--- src/rtl/div_pipe_param.sv ---
// Parametrised pipelined restoring divider with valid/ready handshake, tag pass-through and dbz/ovf flags.
// Latency: a transfer at edge t shows out_valid after edge t+S (S = ceil(N/BPS)), plus one cycle per stall cycle.
// Backpressure: global stall; every stage, bubbles included, holds while out_valid & ~out_ready, and in_ready follows.
// Optional build macro DIV_ROUND_EN: round quotient to nearest (half away from zero) in the final stage.
module div_pipe_param #(
  parameter int N      = 36,
  parameter int BPS    = 9,
  parameter int SIGNED = 0,
  parameter int TAG_W  = 4
) (
  input  logic             clk,
  input  logic             rst_n,
  input  logic             in_valid,
  output logic             in_ready,
  input  logic [N-1:0]     a,
  input  logic [N-1:0]     b,
  input  logic [TAG_W-1:0] tag_in,
  output logic             out_valid,
  input  logic             out_ready,
  output logic [N-1:0]     q,
  output logic [N-1:0]     r,
  output logic [TAG_W-1:0] tag_out,
  output logic             dbz,
  output logic             ovf
);

  // Stage count and width of the first (possibly narrower) stage.
  localparam int S = (N + BPS - 1) / BPS;
  localparam int F = N - (S - 1) * BPS;

  // Index 0 is the operand capture register (magnitudes already taken);
  // indices 1..S are the restoring stages, S being the output register.
  logic [S:0]       vld_r;
  logic [N-1:0]     rem_r [0:S];
  logic [N-1:0]     quo_r [0:S];
  logic [N-1:0]     dvd_r [0:S];
  logic [N-1:0]     dsr_r [0:S];
  logic [TAG_W-1:0] tag_r [0:S];
  logic             nq_r  [0:S];
  logic             nr_r  [0:S];
  logic             dbz_r [0:S];
  logic             ovf_r [0:S];

  logic [N-1:0]     rem_n [0:S];
  logic [N-1:0]     quo_n [0:S];
  logic [N-1:0]     dvd_n [0:S];
  logic [N-1:0]     dsr_n [0:S];
  logic [TAG_W-1:0] tag_n [0:S];
  logic             nq_n  [0:S];
  logic             nr_n  [0:S];
  logic             dbz_n [0:S];
  logic             ovf_n [0:S];

  logic en;

  assign out_valid = vld_r[S];
  assign en        = ~out_valid | out_ready;
  assign in_ready  = en;
  assign q         = quo_r[S];
  assign r         = rem_r[S];
  assign tag_out   = tag_r[S];
  assign dbz       = vld_r[S] & dbz_r[S];
  assign ovf       = vld_r[S] & ovf_r[S];

  // Operand conditioning, per-stage restoring steps and final sign/rounding fix-up.
  always_comb begin : stage_logic
    logic         sgn_a;
    logic         sgn_b;
    logic [N-1:0] rem;
    logic [N-1:0] dvd;
    logic [N-1:0] quo;
    logic [N-1:0] qm;
    logic [N:0]   tr;
`ifdef DIV_ROUND_EN
    logic [N:0]   qm1;
    logic         inc;
    qm1 = '0;
    inc = 1'b0;
`endif
    rem = '0;
    dvd = '0;
    quo = '0;
    qm  = '0;
    tr  = '0;

    // Capture: work on magnitudes, remember the result signs.
    sgn_a    = (SIGNED != 0) && a[N-1];
    sgn_b    = (SIGNED != 0) && b[N-1];
    rem_n[0] = '0;
    quo_n[0] = '0;
    dvd_n[0] = sgn_a ? -a : a;
    dsr_n[0] = sgn_b ? -b : b;
    tag_n[0] = tag_in;
    nq_n[0]  = sgn_a ^ sgn_b;
    nr_n[0]  = sgn_a;
    dbz_n[0] = (b == '0);
    ovf_n[0] = (SIGNED != 0) && (a == {1'b1, {(N-1){1'b0}}}) && (b == '1);

    for (int k = 1; k <= S; k++) begin
      rem = rem_r[k-1];
      dvd = dvd_r[k-1];
      quo = quo_r[k-1];
      // Stage 1 resolves only F bits so that later stages all take BPS.
      for (int j = 0; j < BPS; j++) begin
        if (k > 1 || j < F) begin
          tr = {rem, dvd[N-1]};
          if (tr >= {1'b0, dsr_r[k-1]}) begin
            tr  = tr - {1'b0, dsr_r[k-1]};
            quo = {quo[N-2:0], 1'b1};
          end else begin
            quo = {quo[N-2:0], 1'b0};
          end
          rem = tr[N-1:0];
          dvd = {dvd[N-2:0], 1'b0};
        end
      end
      rem_n[k] = rem;
      quo_n[k] = quo;
      dvd_n[k] = dvd;
      dsr_n[k] = dsr_r[k-1];
      tag_n[k] = tag_r[k-1];
      nq_n[k]  = nq_r[k-1];
      nr_n[k]  = nr_r[k-1];
      dbz_n[k] = dbz_r[k-1];
      ovf_n[k] = ovf_r[k-1];

      if (k == S) begin
        qm = quo;
`ifdef DIV_ROUND_EN
        // Half away from zero on the magnitude; r keeps the truncated value.
        inc = !dbz_r[k-1] && ({rem, 1'b0} >= {1'b0, dsr_r[k-1]});
        qm1 = {1'b0, quo} + {{N{1'b0}}, 1'b1};
        if (inc) begin
          if (SIGNED == 0) begin
            qm = (&quo) ? quo : qm1[N-1:0];
          end else if (!nq_r[k-1] && (qm1 > {2'b00, {(N-1){1'b1}}})) begin
            qm       = {1'b0, {(N-1){1'b1}}};
            ovf_n[k] = 1'b1;
          end else begin
            qm = qm1[N-1:0];
          end
        end
`endif
        quo_n[k] = nq_r[k-1] ? -qm : qm;
        rem_n[k] = nr_r[k-1] ? -rem : rem;
        // Divide by zero: fixed quotient, remainder is the dividend.
        if (dbz_r[k-1]) begin
          quo_n[k] = ((SIGNED != 0) && nr_r[k-1]) ? {{(N-1){1'b0}}, 1'b1} : '1;
        end
      end
    end
  end

  // Valid bits: cleared by reset, shifted on every enabled cycle (bubbles too).
  always_ff @(posedge clk) begin
    if (!rst_n) begin
      vld_r <= '0;
    end else if (en) begin
      vld_r <= {vld_r[S-1:0], in_valid};
    end
  end

  // Data registers: no reset, advance together with the valid bits.
  always_ff @(posedge clk) begin
    if (en) begin
      for (int k = 0; k <= S; k++) begin
        rem_r[k] <= rem_n[k];
        quo_r[k] <= quo_n[k];
        dvd_r[k] <= dvd_n[k];
        dsr_r[k] <= dsr_n[k];
        tag_r[k] <= tag_n[k];
        nq_r[k]  <= nq_n[k];
        nr_r[k]  <= nr_n[k];
        dbz_r[k] <= dbz_n[k];
        ovf_r[k] <= ovf_n[k];
      end
    end
  end

endmodule

--- config.mk ---
export PLATFORM = sky130hd
export DESIGN_NAME = div_pipe_param
export DESIGN_NICKNAME = d
export VERILOG_FILES = /design/src/rtl/div_pipe_param.sv
export SDC_FILE = /design/constraint.sdc
export NUM_CORES = 2
export LEC_CHECK = 0
export CAP_MARGIN = 20
export CORE_ASPECT_RATIO = 0.5
export CORE_MARGIN = 2
export CORE_UTILIZATION = 50
export CTS_CLUSTER_SIZE = 8
export DETAILED_ROUTE_END_ITERATION = 8
export PLACE_DENSITY = 0.69
export SETUP_SLACK_MARGIN = 0.15
export SYNTH_ARGS = -nofsm -noshare
export SYNTH_HDL_FRONTEND = slang
export SYNTH_SLANG_ARGS = --single-unit
--- constraint.sdc ---
create_clock -name clk -period 31 [get_ports clk]
set_input_delay 6.2 -clock clk [delete_from_list [all_inputs] [get_ports clk]]
set_output_delay 6.2 -clock clk [all_outputs]
set_load 0.005 [all_outputs]
== Word-level counts from Yosys, hierarchy flattened ==
Memory sizes are Yosys's and may differ from the RTL's.
Index checks and enable logic that the tools add are counted.
W data, S select, Z words.
Operators by class
  add/subtract/negate cells: 38
  order comparisons: 36
  mux-type cells: 77
  bitwise gates (word level): 4
  reduce and logical (&&, ||, !) cells: 1
Operators by type and width (number)
  $mux W36: 39
  $ge A37 B36 Y1: 36
  $sub A36 B36 Y36: 36
  $neg A36 Y36: 2
  $mux W1: 38
  $logic_not A36 Y1: 1
  $and A1 B1 Y1: 2
  $not A1 Y1: 1
  $or A1 B1 Y1: 1
Storage, ports and cells
  register bits after elaboration: 5
  memory bits (writable): 760
  output and inout port bits: 80
  word-level logic and storage cells: 166
  memories: 9
Memory list
  dsr_r: words 5, bits a word 36, read ports 4, clocked after Yosys merged registers in 0, wr ports 5, RTL line 37  | logic [N-1:0] dsr_r [0:S];
  dvd_r: words 5, bits a word 36, read ports 4, clocked after Yosys merged registers in 0, wr ports 5, RTL line 36  | logic [N-1:0] dvd_r [0:S];
  quo_r: words 5, bits a word 36, read ports 5, clocked after Yosys merged registers in 0, wr ports 5, RTL line 35  | logic [N-1:0] quo_r [0:S];
  rem_r: words 5, bits a word 36, read ports 5, clocked after Yosys merged registers in 0, wr ports 5, RTL line 34  | logic [N-1:0] rem_r [0:S];
  tag_r: words 5, bits a word 4, read ports 5, clocked after Yosys merged registers in 0, wr ports 5, RTL line 38  | logic [TAG_W-1:0] tag_r [0:S];
  dbz_r: words 5, bits a word 1, read ports 5, clocked after Yosys merged registers in 0, wr ports 5, RTL line 41  | logic dbz_r [0:S];
  +3 memories

== Depth between registers and ports, before layout ==
An unclocked memory read counts as a cell.
  depth in word-level cells: 22
  depth in mapped cells: 163
  depth with buffers taken out: 146

== Least setup slack after synthesis ==
Ideal clock, no wire load.
  path type: reg2reg
  start: memory dsr_r[3][1], in the netlist dsr_r[0][109]
  end: memory quo_r[4][0], in the netlist quo_r[0][144] (data pin)
  setup time: 0.262 ns
  arrival: 32.371 ns
  setup slack: -1.633 ns
  cell stages (with the launch flop): 146
  buffers on the path: 19
  cells stage by stage: edfxtp_1 inv_1 ha_1 nand2b_1 a211oi_1 o41ai_1 o21a_1 a211oi_1 o221ai_1 clkbuf_1 buf_1 nor2_1 a21oi_1 inv_1 ha_1 nor2b_1 o2111ai_1 a21oi_1 [... 110 more ...] a21boi_0 o21ai_0 nand2b_1 nor2b_1 o21a_1 o31a_1 o211ai_1 a31oi_1 a211oi_1 o31ai_1 or4b_2 a31o_2 a21oi_1 a21boi_0 or3_1 clkbuf_1 buf_2 or2_2
RTL lines (RTL line)
  start: declaration: 37
  end: declaration: 35

==> out/results.env <==
DIE_AREA_UM2=187000
WORSTPATHBUFFERINVERTERCOUNT=17
GRT_USE_MET2_PCT=52.0
CTS_TREE='built'
PLACEMENT.IO_BUFFERS=158
CP_DATA_REQUIRED_TIME_NS=31.41
SETUP.WORST_PATH.CLASS='reg2reg'
FLOW.AREA_GROWTH_FROM_SYNTHESIS_PCT=18.1
FIRST_GLOBAL_VIAS=85900
FIN_CRIT_SH_PCT=97.0
ROUTED_VIA_DENSITY=6.29
TOTAL_ITERATIONS_OF_THE_FIRST_DETAILED_ROUTING_RUN=9
HOLD_PATH.CLASS='reg2reg'
POSTROUTEWIRELENGTH_UM=347000
HOLD_VIOL=0
LARGEST_NET_DEGREE_AT_THE_START_OF_GLOBAL_ROUTING=90
DRT_DRC_VIOLATIONS_LEFT=0
VIAS=93800
PLACEMENT.SETUP.WORST_SLACK_NS=-3.06
NETLIST.AREA_LEADER.SHARE_PCT=17.3
START_UTIL_PCT=50.6
SYNTH.YOSYS.SEQ_AREA_SHARE_PCT=16.3
BUSIEST_LAYER='met2'
SYNTHESIS.AREA_UM2=91500
TIMING.SLEW.HEADROOM_PCT=27.9
AVGSYNTHCELLAREA_UM2=8.06
SLEW_VIOL_FINAL=0
TIMING.CLOCK.SKEW_NS=0.0505
CTS_NUM_SINKS=498
LAYOUT-DRIVE-GT1-SHARE_PCT=19.0
GR-USAGE-MET1_PCT=50.2
SYNTH_TOP_AREA_CELL='sky130_fd_sc_hd__ha_1'
CLOCK_TREE.ROOT_CELL='sky130_fd_sc_hd__clkbuf_16'
PLACE_AREA_UM2=103000
DIE_W_UM=609
SYNTHTOPCELLSBYCOUNT='1262 x sky130_fd_sc_hd__ha_1, 1135 x sky130_fd_sc_hd__a21oi_1, 790 x sky130_fd_sc_hd__nand2_1'
CTS.HOLD.BUFFERS_ADDED=0
TIGHTEST_SLEW_NS=1.08
USE_MET3_PCT=9.14
GLOBAL_ROUTE_WIRE_LENGTH_BEFORE_REPAIR_UM=516000
WORST-PATH-MAX-FANOUT=14
ROUTED_LENGTH_PER_INSTANCE_UM=23.3
POST-ROUTE-WORST-SETUP-SLACK_NS=0.923
H_TREE_LEVELS=3
WORST_PATH_MAX_DELAY_CELL='sky130_fd_sc_hd__or4b_4'
DESIGN.CORE.AREA_UM2=181000
SYNTH.MOST_COMMON_CELL='sky130_fd_sc_hd__ha_1'
SETUP_VIOL_COUNT_FINAL=0
CLK-INSERTION-DELAY-LATE_NS=0.71
SYNTHARSTFLOPSHARE_PCT=0
LEADING_POST_SYNTHESIS_CELLS_BY_CELL_AREA='sky130_fd_sc_hd__ha_1 17%, sky130_fd_sc_hd__edfxtp_1 16%, sky130_fd_sc_hd__mux2_2 7.5%'
CTS_MADE_BUFFERS=75
LAYOUT.CELL_AREA.NON_FILLER_UM2=108000
FLOORPLAN.DIE.HEIGHT_UM=307
ANT_NETS=0
POSTLAYOUTCOREUTIL_PCT=59.8
PLACE_HPWL_UM=282000
SYNTH_FLOP_CELL='sky130_fd_sc_hd__edfxtp_1'
MAX_FCLK_MHz=33.2
SYNTHESIZED_INSTANCE_COUNT=11400
CTS_BUFFER_DEPTH=3
NUMBER_OF_DIFFERENT_LIBRARY_CELLS_IN_THE_POST_SYNTHESIS_NETLIST=103
SYNTH_NETS=12700
CRIT_PATH_END_KIND='flop'
SYNTH-EDFF-COUNT=493
SYNTH-SEQ-CELLS=498
FINAL.MIN_CLOCK_PERIOD_NS=30.08
WORST_SETUP_PATH_START_KIND='flop'
MAXCAPVIOLATIONS=0
YOSYS_WARNINGS=0
FINAL_NET_COUNT=13800
CTS.REPORTEDPATHS.CLKPINSLEW_NS=0.06
DR.FIRST_ITER.DRC_COUNT=9840
RESULT_OF_THE_RUN='completed'
MAX_STAGE_DELAY_NS=0.56
GLOBALROUTEOVERFLOWTOTAL=0
ROW_COUNT=110
CP_DELAY_BY_FAMILY_TOP='compound AO/OA/AOI/OAI gates'
TIMING.CRITICAL_PATH.MODE_CELL='sky130_fd_sc_hd__a21o_1'
ANTENNA_FOUND_INITIAL=19
WORSTPATHARRIVAL_NS=30.48
FLOORPLAN.IO_PINS=160
ROUTABILITY_CONG=1.03
TRACK_USAGE_PCT=35.4
-- registers in the layout, summed over array words and instances (netlist names) --
register,cells
rem_r,144
dsr_r,144
quo_r,90
vld_r,5
tag_r,20
dvd_r,90
dbz_r,5
-- cells in the final DEF, fill, tap and decap left out, drive strengths merged, types with 162 or more instances in the layout --
cell type     n
ha         1262
buf        1193
a21oi      1137
nand2       791
nor2        775
o21ai       742
xnor2       695
inv         690
mux2        611
a21o        538
edfxtp      493
xor2        336
nand3       224
nor3        210
nand2b      186
nand4       177
o21a        169
o21bai      162
-- path summary, 6_finish.rpt --
kind | depth (start not counted) | slack (ns) | endpoint | from
worst max-delay path | 139 | 0.92 | rem_r[0][117]$_DFFE_PP_ | dsr_r[0][80]$_DFFE_PP_
worst min-delay path | 0 | 0.40 | dvd_r[0][57]$_DFFE_PP_ | dvd_r[0][12]$_DFFE_PP_
worst max register to register | 139 | 0.92 | rem_r[0][117]$_DFFE_PP_ | dsr_r[0][80]$_DFFE_PP_
worst min register to register | 0 | 0.40 | dvd_r[0][57]$_DFFE_PP_ | dvd_r[0][12]$_DFFE_PP_
-- kinds of logic after synthesis --
| family | after synthesis | share of synthesized area [%] |
|---|---|---|
| adder cells (fa/ha/maj) | 1297 | 18.0 |
| AO/OA/AOI/OAI | 3685 | 25.9 |
| AND/OR/NAND/NOR | 3093 | 16.5 |
| flip-flops | 498 | 16.3 |
| XOR/XNOR | 1031 | 9.86 |
| multiplexers | 735 | 8.92 |
| buffers and inverters | 1010 | 4.48 |
| other | 1 | 0.00410 |
-- per-stage QoR --
stage               setup TNS [ns]  hold WS [ns]  instances
floorplan                        0         0.400      11400
CTS                              0         0.394      14800
detailed placement         -159.22         0.405      14700
finish                           0         0.402      14900
global route                 -1.10         0.404      14900
global placement           -118.57         0.401      14700
-- metal layers --
metal	wire (um)	vias to the layer above
met1	157000	44400
met4	13100	8
met2	140000	4018
met3	37200	710
met5	78	-
li1	-	44600
-- final cells by class --
cell class,count,area [um^2]
Multi-Input combinational cell,9844,74400
Fill cell,16500,72700
Sequential cell,498,14900
Timing Repair Buffer,1355,11000
Tap cell,2408,3010
Inverter,693,2660
Clock buffer,90,1980
Clock inverter,12,209
Antenna cell,6,15.0
Timing Repair inverter,1,7.51
-- what timing repair did --
item | CTS | global route
pin swaps | 17 | 102
endpoints found under the hold margin | 0 | 0
buffers inserted | 21 | 76
resized for setup | 94 | 410
endpoints found under the setup margin | 112 | 148
gates cloned | 2 | 5
Power is not shown: default switching activity piles up to over one toggle a cycle in this logic, so the estimate is an artifact.
